[config.mk]
export PLATFORM = sky130hd
export DESIGN_NAME = dma_multi_channel
export DESIGN_NICKNAME = d
export VERILOG_FILES = /design/src/rtl/dma_pkg.sv /design/src/rtl/dma_rr_arbiter.sv /design/src/rtl/dma_multi_channel.sv
export SDC_FILE = /design/constraint.sdc
export NUM_CORES = 1
export LEC_CHECK = 0
export ABC_AREA = 0
export BUFFER_PORTS_ARGS = -buffer_cell sky130_fd_sc_hd__buf_2
export CAP_MARGIN = 5
export CORE_ASPECT_RATIO = 1.5
export CORE_MARGIN = 5
export CORE_UTILIZATION = 64
export CTS_BUF_LIST = sky130_fd_sc_hd__clkbuf_8
export DETAILED_ROUTE_END_ITERATION = 8
export GPL_TIMING_DRIVEN = 1
export PLACE_DENSITY = 0.89
export SLEW_MARGIN = 20
export SYNTH_ARGS = -nofsm -noshare
export SYNTH_HDL_FRONTEND = slang
export SYNTH_SLANG_ARGS = --single-unit
[constraint.sdc]
create_clock -name CLK -period 10.7 [get_ports CLK]
set_input_delay 1.605 -clock CLK [delete_from_list [all_inputs] [get_ports CLK]]
set_output_delay 1.605 -clock CLK [all_outputs]
set_load 0.005 [all_outputs]
[src/rtl/dma_pkg.sv]
// Shared constants for the multi-channel DMA: FSM encoding, CTRL bit positions
// and per-channel register offsets within a channel's 4-word config window.
package dma_pkg;

    typedef logic [2:0] state_t;

    localparam state_t ST_IDLE  = 3'd0;
    localparam state_t ST_REQ   = 3'd1;
    localparam state_t ST_READ  = 3'd2;
    localparam state_t ST_WRITE = 3'd3;
    localparam state_t ST_REL   = 3'd4;

    localparam int unsigned CTRL_START   = 0;
    localparam int unsigned CTRL_SRC_INC = 1;
    localparam int unsigned CTRL_DST_INC = 2;
    localparam int unsigned CTRL_HW_TRIG = 3;
    localparam int unsigned CTRL_ABORT   = 4;

    localparam logic [1:0] REG_SRC  = 2'd0;
    localparam logic [1:0] REG_DST  = 2'd1;
    localparam logic [1:0] REG_LEN  = 2'd2;
    localparam logic [1:0] REG_CTRL = 2'd3;

endpackage

[src/rtl/dma_rr_arbiter.sv]
// Round-robin channel picker. The search starts just after the channel that
// was last granted, so every requesting channel is reached within NUM_CH picks.
module dma_rr_arbiter #(
    parameter int NUM_CH = 2,
    localparam int IDX_W = (NUM_CH > 1) ? $clog2(NUM_CH) : 1
) (
    input  logic              CLK,
    input  logic              RST,
    input  logic [NUM_CH-1:0] req,
    input  logic              advance,
    output logic [IDX_W-1:0]  pick,
    output logic              pick_valid
);

    logic [IDX_W-1:0] last;
    logic [IDX_W-1:0] idx;

    // Walk the channels cyclically after 'last'; the first requester wins.
    always_comb begin
        pick       = '0;
        pick_valid = 1'b0;
        idx        = last;
        for (int i = 0; i < NUM_CH; i++) begin
            if (idx == IDX_W'(NUM_CH - 1)) begin
                idx = '0;
            end else begin
                idx = idx + IDX_W'(1);
            end
            if (!pick_valid && req[idx]) begin
                pick       = idx;
                pick_valid = 1'b1;
            end
        end
    end

    // Pointer resets to the highest channel so channel 0 is searched first.
    always_ff @(posedge CLK) begin
        if (RST) begin
            last <= IDX_W'(NUM_CH - 1);
        end else if (advance) begin
            last <= pick;
        end
    end

endmodule

[src/rtl/dma_multi_channel.sv]
// Multi-channel DMA engine: CPU-programmed channel registers, round-robin
// service with bounded bursts, and a REQ/READ/WRITE/REL bus tenure FSM.
module dma_multi_channel
    import dma_pkg::*;
#(
    parameter int          ADDR_W   = 32,
    parameter int          DATA_W   = 32,
    parameter int          NUM_CH   = 2,
    parameter int          LEN_W    = 8,
    parameter int          BURST    = 4,
    parameter int unsigned CFG_BASE = 5000
) (
    input  logic              CLK,
    input  logic              RST,
    input  logic              cfg_wr,
    input  logic [ADDR_W-1:0] cfg_addr,
    input  logic [DATA_W-1:0] cfg_wdata,
    input  logic [NUM_CH-1:0] dma_req,
    output logic              bus_req,
    input  logic              bus_gnt,
    output logic              ADE,
    output logic [ADDR_W-1:0] m_addr,
    output logic [DATA_W-1:0] m_wdata,
    input  logic [DATA_W-1:0] m_rdata,
    output logic              Read,
    output logic              Write,
    output logic [NUM_CH-1:0] ch_busy,
    output logic [NUM_CH-1:0] ch_done
);

    localparam int CH_W = (NUM_CH > 1) ? $clog2(NUM_CH) : 1;
    localparam int BC_W = $clog2(BURST + 1);

    logic [ADDR_W-1:0] src [NUM_CH];
    logic [ADDR_W-1:0] dst [NUM_CH];
    logic [LEN_W-1:0]  len [NUM_CH];
    logic [NUM_CH-1:0] src_inc, dst_inc, hw_trig, busy, abort_pend, done_q, eligible;

    state_t            state;
    logic [CH_W-1:0]   cur;
    logic [BC_W-1:0]   burst_cnt;
    logic [DATA_W-1:0] rbuf;

    logic [ADDR_W-1:0] cfg_off;
    logic              cfg_hit;
    logic [CH_W-1:0]   cfg_ch;
    logic [1:0]        cfg_k;
    logic [CH_W-1:0]   pick;
    logic              pick_valid;
    logic              advance;
    logic              in_tenure;
    logic [LEN_W-1:0]  len_next;
    logic [BC_W-1:0]   bc_next;

    // Out-of-range addresses (including those below the base) wrap to a large offset.
    assign cfg_off   = cfg_addr - ADDR_W'(CFG_BASE);
    assign cfg_hit   = cfg_wr && (cfg_off < ADDR_W'(4 * NUM_CH));
    assign cfg_ch    = cfg_off[CH_W+1:2];
    assign cfg_k     = cfg_off[1:0];
    assign in_tenure = (state == ST_REQ) || (state == ST_READ) || (state == ST_WRITE);
    assign advance   = (state == ST_IDLE) && pick_valid;
    assign len_next  = len[cur] - LEN_W'(1);
    assign bc_next   = burst_cnt + BC_W'(1);
    assign ch_busy   = busy;
    assign ch_done   = done_q;

    // A channel competes for the bus when busy, not aborting and (if hw-triggered) requested.
    always_comb begin
        eligible = '0;
        for (int c = 0; c < NUM_CH; c++) begin
            eligible[c] = busy[c] && !abort_pend[c] && (!hw_trig[c] || dma_req[c]);
        end
    end

    dma_rr_arbiter #(
        .NUM_CH (NUM_CH)
    ) u_arb (
        .CLK        (CLK),
        .RST        (RST),
        .req        (eligible),
        .advance    (advance),
        .pick       (pick),
        .pick_valid (pick_valid)
    );

    // Bus-side outputs decode directly from the FSM state.
    always_comb begin
        bus_req = 1'b0;
        ADE     = 1'b0;
        Read    = 1'b0;
        Write   = 1'b0;
        m_addr  = '0;
        m_wdata = '0;
        case (state)
            ST_REQ: bus_req = 1'b1;
            ST_READ: begin
                bus_req = 1'b1;
                ADE     = 1'b1;
                Read    = 1'b1;
                m_addr  = src[cur];
            end
            ST_WRITE: begin
                bus_req = 1'b1;
                ADE     = 1'b1;
                Write   = 1'b1;
                m_addr  = dst[cur];
                m_wdata = rbuf;
            end
            default: ;
        endcase
    end

    // Channel register file, abort handling and the bus tenure FSM.
    always_ff @(posedge CLK) begin
        if (RST) begin
            state      <= ST_IDLE;
            cur        <= '0;
            burst_cnt  <= '0;
            rbuf       <= '0;
            done_q     <= '0;
            src_inc    <= '0;
            dst_inc    <= '0;
            hw_trig    <= '0;
            busy       <= '0;
            abort_pend <= '0;
            for (int c = 0; c < NUM_CH; c++) begin
                src[c] <= '0;
                dst[c] <= '0;
                len[c] <= '0;
            end
        end else begin
            done_q <= '0;

            // A busy channel only listens to abort; its transfer state stays frozen.
            if (cfg_hit) begin
                if (busy[cfg_ch]) begin
                    if (cfg_k == REG_CTRL && cfg_wdata[CTRL_ABORT]) begin
                        abort_pend[cfg_ch] <= 1'b1;
                    end
                end else begin
                    case (cfg_k)
                        REG_SRC: src[cfg_ch] <= ADDR_W'(cfg_wdata);
                        REG_DST: dst[cfg_ch] <= ADDR_W'(cfg_wdata);
                        REG_LEN: len[cfg_ch] <= LEN_W'(cfg_wdata);
                        default: begin
                            src_inc[cfg_ch] <= cfg_wdata[CTRL_SRC_INC];
                            dst_inc[cfg_ch] <= cfg_wdata[CTRL_DST_INC];
                            hw_trig[cfg_ch] <= cfg_wdata[CTRL_HW_TRIG];
                            if (cfg_wdata[CTRL_START]) begin
                                if (len[cfg_ch] == '0) begin
                                    done_q[cfg_ch] <= 1'b1;
                                end else begin
                                    busy[cfg_ch] <= 1'b1;
                                end
                            end
                        end
                    endcase
                end
            end

            // Channels not mid-word can drop out at once; the served one waits for WRITE.
            for (int c = 0; c < NUM_CH; c++) begin
                if (abort_pend[c] && !(in_tenure && cur == CH_W'(c))) begin
                    busy[c]       <= 1'b0;
                    abort_pend[c] <= 1'b0;
                end
            end

            case (state)
                ST_IDLE: begin
                    if (pick_valid) begin
                        cur   <= pick;
                        state <= ST_REQ;
                    end
                end
                ST_REQ: begin
                    if (bus_gnt) begin
                        state <= ST_READ;
                    end
                end
                ST_READ: begin
                    rbuf  <= m_rdata;
                    state <= ST_WRITE;
                end
                ST_WRITE: begin
                    src[cur]  <= src[cur] + ADDR_W'(src_inc[cur]);
                    dst[cur]  <= dst[cur] + ADDR_W'(dst_inc[cur]);
                    len[cur]  <= len_next;
                    burst_cnt <= bc_next;
                    if (len_next == '0) begin
                        done_q[cur]     <= 1'b1;
                        busy[cur]       <= 1'b0;
                        abort_pend[cur] <= 1'b0;
                        state           <= ST_REL;
                    end else if (abort_pend[cur]) begin
                        busy[cur]       <= 1'b0;
                        abort_pend[cur] <= 1'b0;
                        state           <= ST_REL;
                    end else if (bc_next == BC_W'(BURST) || (hw_trig[cur] && !dma_req[cur])) begin
                        state <= ST_REL;
                    end else begin
                        state <= ST_READ;
                    end
                end
                ST_REL: begin
                    burst_cnt <= '0;
                    state     <= ST_IDLE;
                end
                default: state <= ST_IDLE;
            endcase
        end
    end

endmodule

==> impl_metrics.yaml, run 1 <==
cells_and_area:
  diodes: 0
  multiInputGateArea_sq_mm: 0.00591
  layout-drive-gt1-share_pct: 20.0
  regArea_sq_mm: 0.00539
  fin_util_pct: 72.8
  nNetsFinal: 1400
  instances_no_fill: 1519
  area_growth_pct: 11.5
  fillers: 1284
min_path:
  hold_end: "rbuf[24]"
  hold_start: "rbuf[24]"
  hold_depth: 2
  min_path_type: "reg2reg"
floorplan:
  die-width_um: 120
  die_y_um: 176
  io_pins: 174
  rows: 60
  start_util_pct: 65.3
  fp.coreArea_sq_mm: 0.0179
  dieArea_sq_mm: 0.0212
yosys:
  avgSynthCellArea_sq_um: 10.0
  async_reset_ff_share_pct: 0
  synth_compound_area_share_pct: 18.5
  yosysSeqAreaShare_pct: 46.0
  ys_ff_latch: 197
  synthesis.nets: 1282
  synthSimpleGateAreaFrac_pct: 19.2
  synth_xor_area_share_pct: 5.24
  synth_area_sq_mm: 0.0117
  synth_mux_area_share_pct: 5.80
  synth_edf_count: 144
  synth_ff_type: "edfxtp_1"
  synth-adder-area-share_pct: 0.962
  synth_top_family_by_area: "simple AND/OR/NAND/NOR gates"
  synth_cells: 1171
  yosysWarnings: 0
  synthDistinctLibCells: 67
cts:
  ctsResizeCount: 0
  cts_hold_buffers: 0
  numCtsBuffers: 17
  root_buffer: "clkbuf_8"
  cts_tree: "done"
  worstSkewPairLatency_ns: 0.49
  cts_setup_buffers: 0
  cts.sinks: 197
  clockBufferDepth: 2
  cts.htree.levels: 4
  path_clk_slew_ns: 0.11
routing:
  dr.pass1.iters: 5
  drc: 0
  ant_nets: 0
  viasPerCell: 6.70
  top_layer: "met4"
  routed_wl_um: 32200
  wire_per_inst_um: 21.2
  wl_met1_um: 11000
  drtIter0Drc: 1004
  wl_met3_um: 2580
  num_vias: 10200
  wl_met2_um: 16800
setup_path:
  cp.arrival_ns: 4.77
  cp-end-kind: "primary output"
  regToRegSetupSlack_ns: 5.92
  rr_worst_depth: 10
  cp_slowest_cell: "nand2_1"
  max_stage_delay_ns: 1.18
  critPathRequiredTime_ns: 9.10
  cpLargestDelayFamily: "buffers and inverters"
  critPathKind: "reg2out"
  cp.buffers_inverters: 4
  startpoint_type: "register"
  worstPathCellList: "buf_4, clkinv_1, nand2_1, inv_1, buf_2"
  r2r_end: "dst[1][28]"
  worst-path-max-fanout: 81
sta:
  tightest_slew_ns: 1.07
  timing_hold_violations_final: 0
  setup_ws_ns: 4.33
  fmax_mhz: 157
  min_period_over_period_pct: 59.6
  slew_headroom_pct: 28.0
  timing.setup.tns_ns: 0
  layout_min_cycle_time_ns: 6.37
  final_max_slew_viol_count: 0
  finClkSkew_ns: 0.0175
  setup_viol: 0
  rsz0062_at_grt: "false"
place:
  place_inst: 1486
  hpwl_um: 21900
  dp_slack_ns: 4.49
  io_buffers: 173
  gp_congestion: 0.993
power_and_ir_drop:
  ir_worst_vdd_mv: 0.0992
  p_per_area_mw_per_mm2: 111
  p_total_mw: 1.44
  p_leak_nw: 4.86
grt:
  track_usage_pct: 30.7
  grt_pass1_wl_um: 51700
  grt_start_max_net_pins: 82
  gr-total-overflow: 0
  grt_antenna_before_repair: 0
  grt_pass1_vias: 10500
outcome:
  status: "complete, no violations"
flow_run:
  maxCapViolCount: 0
-- per-layer routing --
layer / track usage, % / up-vias
met3: 5.51 / 132
met2: 56.7 / 573
met1: 33.1 / 4803
li1: - / 4664
met5: 0 / -
met4: 15.6 / 0
-- area by class of cell --
cell class              count  share of cell area [%]
multi-input cells         861                    45.2
flip-flops and latches    197                    41.3
repair buffers            189                    7.70
well taps                 217                    2.08
clock buffers              17                    1.79
clock inverters            15                    1.26
inverters                  23                   0.661
-- per-stage QoR --
step                      hold slack [ns]  area (sq um)
final                               0.457         13100
after CTS                           0.458         13000
after global routing                0.470         13100
after detailed placement            0.444         12600
after global placement              0.437         12600
after floorplan                     0.432         11700
-- layout by cell type, fill, tap and decap left out, types with 23 or more instances in the layout --
cell,n
xnor2_1,44
nor2_1,48
and3_1,55
dfxtp_1,51
buf_2,173
a22o_1,121
nor3_1,24
mux2i_1,51
nand2_1,158
nand3_1,23
a21oi_1,63
edfxtp_1,144
inv_1,23
xor2_1,26
-- worst reg2reg max path, cell delays in order (launching register included) --
cell and delay, ns:
dfxtp_4 0.84, buf_4 0.82, mux2_2 0.34, ha_1 0.19
inv_1 0.06, a221oi_1 0.47, nand4b_1 0.55, nor2_1 0.35
or4b_1 0.49, xor2_1 0.18, a22o_1 0.26
-- synthesized netlist by cell type (9+ instances only) --
cell type / count / share of area (%)
or4_1: 10 / 0.64
nand3_1: 23 / 0.98
xnor2_1: 44 / 3.3
buf_2: 13 / 0.56
mux2_2: 15 / 1.4
dfxtp_1: 53 / 9.1
nor2b_1: 10 / 0.53
clkbuf_1: 59 / 1.9
nand2b_1: 10 / 0.53
xor2_1: 26 / 1.9
nand4_1: 13 / 0.69
nor4_1: 14 / 0.75
o21ai_0: 17 / 0.73
edfxtp_1: 144 / 37
nand3b_1: 14 / 0.90
a22o_1: 121 / 9.1
ha_1: 9 / 0.96
inv_1: 22 / 0.71
nor2_1: 48 / 1.5
o22ai_1: 11 / 0.59
nand2_1: 158 / 5.1
nor3_1: 26 / 1.1
o31ai_1: 13 / 0.83
a211oi_1: 17 / 1.1
a21oi_1: 63 / 2.7
mux2i_1: 51 / 4.4
and3_1: 55 / 2.9
-- power by group --
group          internal [mW]  switching, mW
combinational         0.0376         0.0697
clock                  0.196          0.292
sequential             0.838         0.0115
-- how the worst max path moves through the flow --
stage / start / slack [ns] / cells past startpoint / endpoint
5_1_grt: state[0] / 3.97 / 5 / Read
6_report: state[0] / 4.33 / 5 / Read
2_1_floorplan: cfg_addr[3] / 3.64 / 10 / dst[0][0]
3_5_place_dp: cfg_addr[3] / 4.49 / 10 / len[1][3]
4_1_cts: state[0] / 4.31 / 5 / Read
3_3_place_gp: cfg_addr[3] / 4.65 / 10 / len[1][2]
-- flip-flops by register name, summed over array words and instances (netlist names), named ones only --
name        flops
dst            64
dst_inc         2
burst_cnt       3
src            64
len            16
hw_trig         2
ch_busy         2
abort_pend      2
src_inc         2
ch_done         2
state           3
u_arb.last      1
cur             1
rbuf           32
-- logic make-up (layout without fill, tap and decap cells) --
group | count (synthesis) | after routing
simple gates | 427 | 427
compound gates | 289 | 289
flops | 197 | 197
buf+inv | 113 | 244
xor+xnor | 70 | 70
mux | 66 | 66
fa+ha+maj | 9 | 9
Note: power is estimated with default switching activity, not from simulation.
==> run 2: changes to the inputs <==
--- a/config.mk
+++ b/config.mk
@@ -10,11 +10,11 @@
 export CAP_MARGIN = 5
 export CORE_ASPECT_RATIO = 1.5
 export CORE_MARGIN = 5
-export CORE_UTILIZATION = 64
+export CORE_UTILIZATION = 54
 export CTS_BUF_LIST = sky130_fd_sc_hd__clkbuf_8
 export DETAILED_ROUTE_END_ITERATION = 8
 export GPL_TIMING_DRIVEN = 1
-export PLACE_DENSITY = 0.89
+export PLACE_DENSITY = 0.8
 export SLEW_MARGIN = 20
 export SYNTH_ARGS = -nofsm -noshare
 export SYNTH_HDL_FRONTEND = slang
==> constraint.sdc (replaced) <==
create_clock -name CLK -period 5.7 [get_ports CLK]
set_input_delay 0.855 -clock CLK [delete_from_list [all_inputs] [get_ports CLK]]
set_output_delay 0.855 -clock CLK [all_outputs]
set_load 0.005 [all_outputs]
==> run 2 against run 1 <==
Against the previous run:
- sequential share of layout area shrank 0.44 points
- via count is 0.87% lower
- register-to-register slack worse by 4.6 ns
- clock skew up 0.0026 ns
- clock power grew 95%
- worst hold slack lost 0.00067 ns
- cell area rose by 1.1%
- worst setup slack worse by 3.2 ns
- largest power group unchanged
- routed wire length up 2.7%
- global-route usage down 4.2 points
- largest cell class unchanged
- flip-flop and latch count is the same
==> impl_metrics.yaml, run 2 (synthesis results as in run 1) <==
grt:
  gr-total-overflow: 0
  track_usage_pct: 26.5
  grt_antenna_before_repair: 0
  grt_pass1_wl_um: 51800
  grt_start_max_net_pins: 81
  grt_pass1_vias: 10000
cells_and_area:
  final_common_cell: "buf_2"
  area_growth_pct: 12.7
  final_cell_mix: "buf_2, nand2_1, edfxtp_1"
  reg.largest.list: "dst x64, src x64, rbuf x32"
  diodes: 0
  layout-drive-gt1-share_pct: 20.7
  nNetsFinal: 1412
setup_path:
  worst-path-max-fanout: 33
  startpoint_type: "register"
  cp.buffers_inverters: 4
  worstPathCellList: "nand2b_1, inv_1, nand2_1, buf_4, inv_1, buf_2"
  cpMostUsedCell: "inv_1"
  cpLargestDelayFamily: "buffers and inverters"
  cp_slowest_cell: "nand2b_1"
  critPathRequiredTime_ns: 4.85
  critPathKind: "reg2out"
  max_stage_delay_ns: 0.84
  cp.arrival_ns: 3.73
  cp-end-kind: "primary output"
routing:
  routed_wl_um: 33100
  viasPerCell: 6.36
  drtIter0Drc: 935
  wire_per_inst_um: 20.9
  dr.pass1.iters: 6
  drc: 0
  ant_nets: 0
  num_vias: 10100
cts:
  ctsResizeCount: 0
  worstSkewPairLatency_ns: 0.50
  cts_hold_buffers: 0
  clockBufferDepth: 2
  cts_tree: "done"
  cts.sinks: 197
  path_clk_slew_ns: 0.11
  cts.htree.levels: 4
  numCtsBuffers: 17
  root_buffer: "clkbuf_8"
  cts_setup_buffers: 0
place:
  hpwl_um: 23200
  gp_congestion: 0.875
  io_buffers: 173
power_and_ir_drop:
  p_per_area_mw_per_mm2: 208
  ir_worst_vdd_mv: 0.193
  pwr-share-seq_pct: 58.0
  p_leak_nw: 4.92
  p_switching_mw: 0.689
  power.internal_mw: 2.06
  clkPwrFrac_pct: 34.6
  p_sw_share_pct: 25.1
  pwr-share-comb_pct: 7.4
sta:
  setup_viol: 0
  timing_hold_violations_final: 0
  fmax_mhz: 218
  tightest_slew_ns: 1.03
  timing.setup.tns_ns: 0
  layout_min_cycle_time_ns: 4.58
  holdWs_ns: 0.456
  finClkSkew_ns: 0.0201
  slew_headroom_pct: 31.4
  min_period_over_period_pct: 80.4
  rsz0062_at_grt: "false"
  final_max_slew_viol_count: 0
flow_run:
  maxCapViolCount: 0
floorplan:
  die_y_um: 190
  io_pins: 174
  start_util_pct: 54.3
  fp.coreArea_sq_mm: 0.0216
  dieArea_sq_mm: 0.0248
  die-width_um: 130
  rows: 66
outcome:
  status: "complete, no violations"
min_path:
  min_path_type: "reg2reg"
run 2: changes by cell type in the layout (fill, tap and decap cells not counted), sizes merged:
cell	before	now
clkinv	5	4
buf	189	201
clkinvlp	1	0
bufinv	1	2
clkbuf	17	18
run 2: metrics by stage:
step,power [mW],setup slack [ns],instances,area (sq um),utilization [%]
final,2.75,1.12,1586,13200,61.2
after global routing,2.84,0.914,1586,13200,61.2
after CTS,2.76,1.10,1586,13200,61.2
after detailed placement,1.83,1.00,1554,12800,59.3
after global placement,1.82,1.06,1554,12800,59.3
after floorplan,1.73,0.386,1171,11700,-
run 2: area by class of cell:
| class | instances | area [sq um] |
|---|---|---|
| well taps | 272 | 340 |
| repair buffers | 201 | 1080 |
| multi-input cells | 861 | 5900 |
| clock inverters | 14 | 158 |
| flip-flops and latches | 197 | 5390 |
| clock buffers | 18 | 248 |
| inverters | 23 | 86.3 |
| fillers | 1861 | 8350 |
run 2: layer usage:
| metal | track usage (%) | routed length [um] | up-vias |
|---|---|---|---|
| met1 | 30.8 | 12300 | 4874 |
| li1 | - | - | 4688 |
| met3 | 4.88 | 2270 | 93 |
| met5 | 0 | 0 | - |
| met4 | 12.5 | 1420 | 0 |
| met2 | 46.4 | 17100 | 428 |
run 2: worst reg2reg max path, cell delays in order, from the launching register on:
cell and delay, ns:
dfxtp_1 0.52, nand2b_1 0.84, inv_1 0.52, nand2_1 0.41
nor2_1 0.12, nand2_1 0.52, nand2_1 0.30, nor4_4 0.33
buf_4 0.41, a22o_1 0.25
run 2: path summary, 6_finish.rpt:
| path | start | endpoint | slack, ns | depth (start not counted) |
|---|---|---|---|---|
| hold reg to reg | rbuf[22] | rbuf[22] | 0.46 | 2 |
| setup / recovery | state[2] | Read | 1.12 | 6 |
| setup reg to reg | state[2] | src[1][16] | 1.36 | 9 |
| hold / removal | rbuf[22] | rbuf[22] | 0.46 | 2 |
run 2: power by group through the flow:
stage,combinational (mW),sequential [mW],clock [mW]
after floorplan,0.105,1.62,0
after global placement,0.196,1.62,0
after detailed placement,0.199,1.63,0
after CTS,0.201,1.59,0.960
after global routing,0.219,1.60,1.03
final,0.203,1.59,0.950
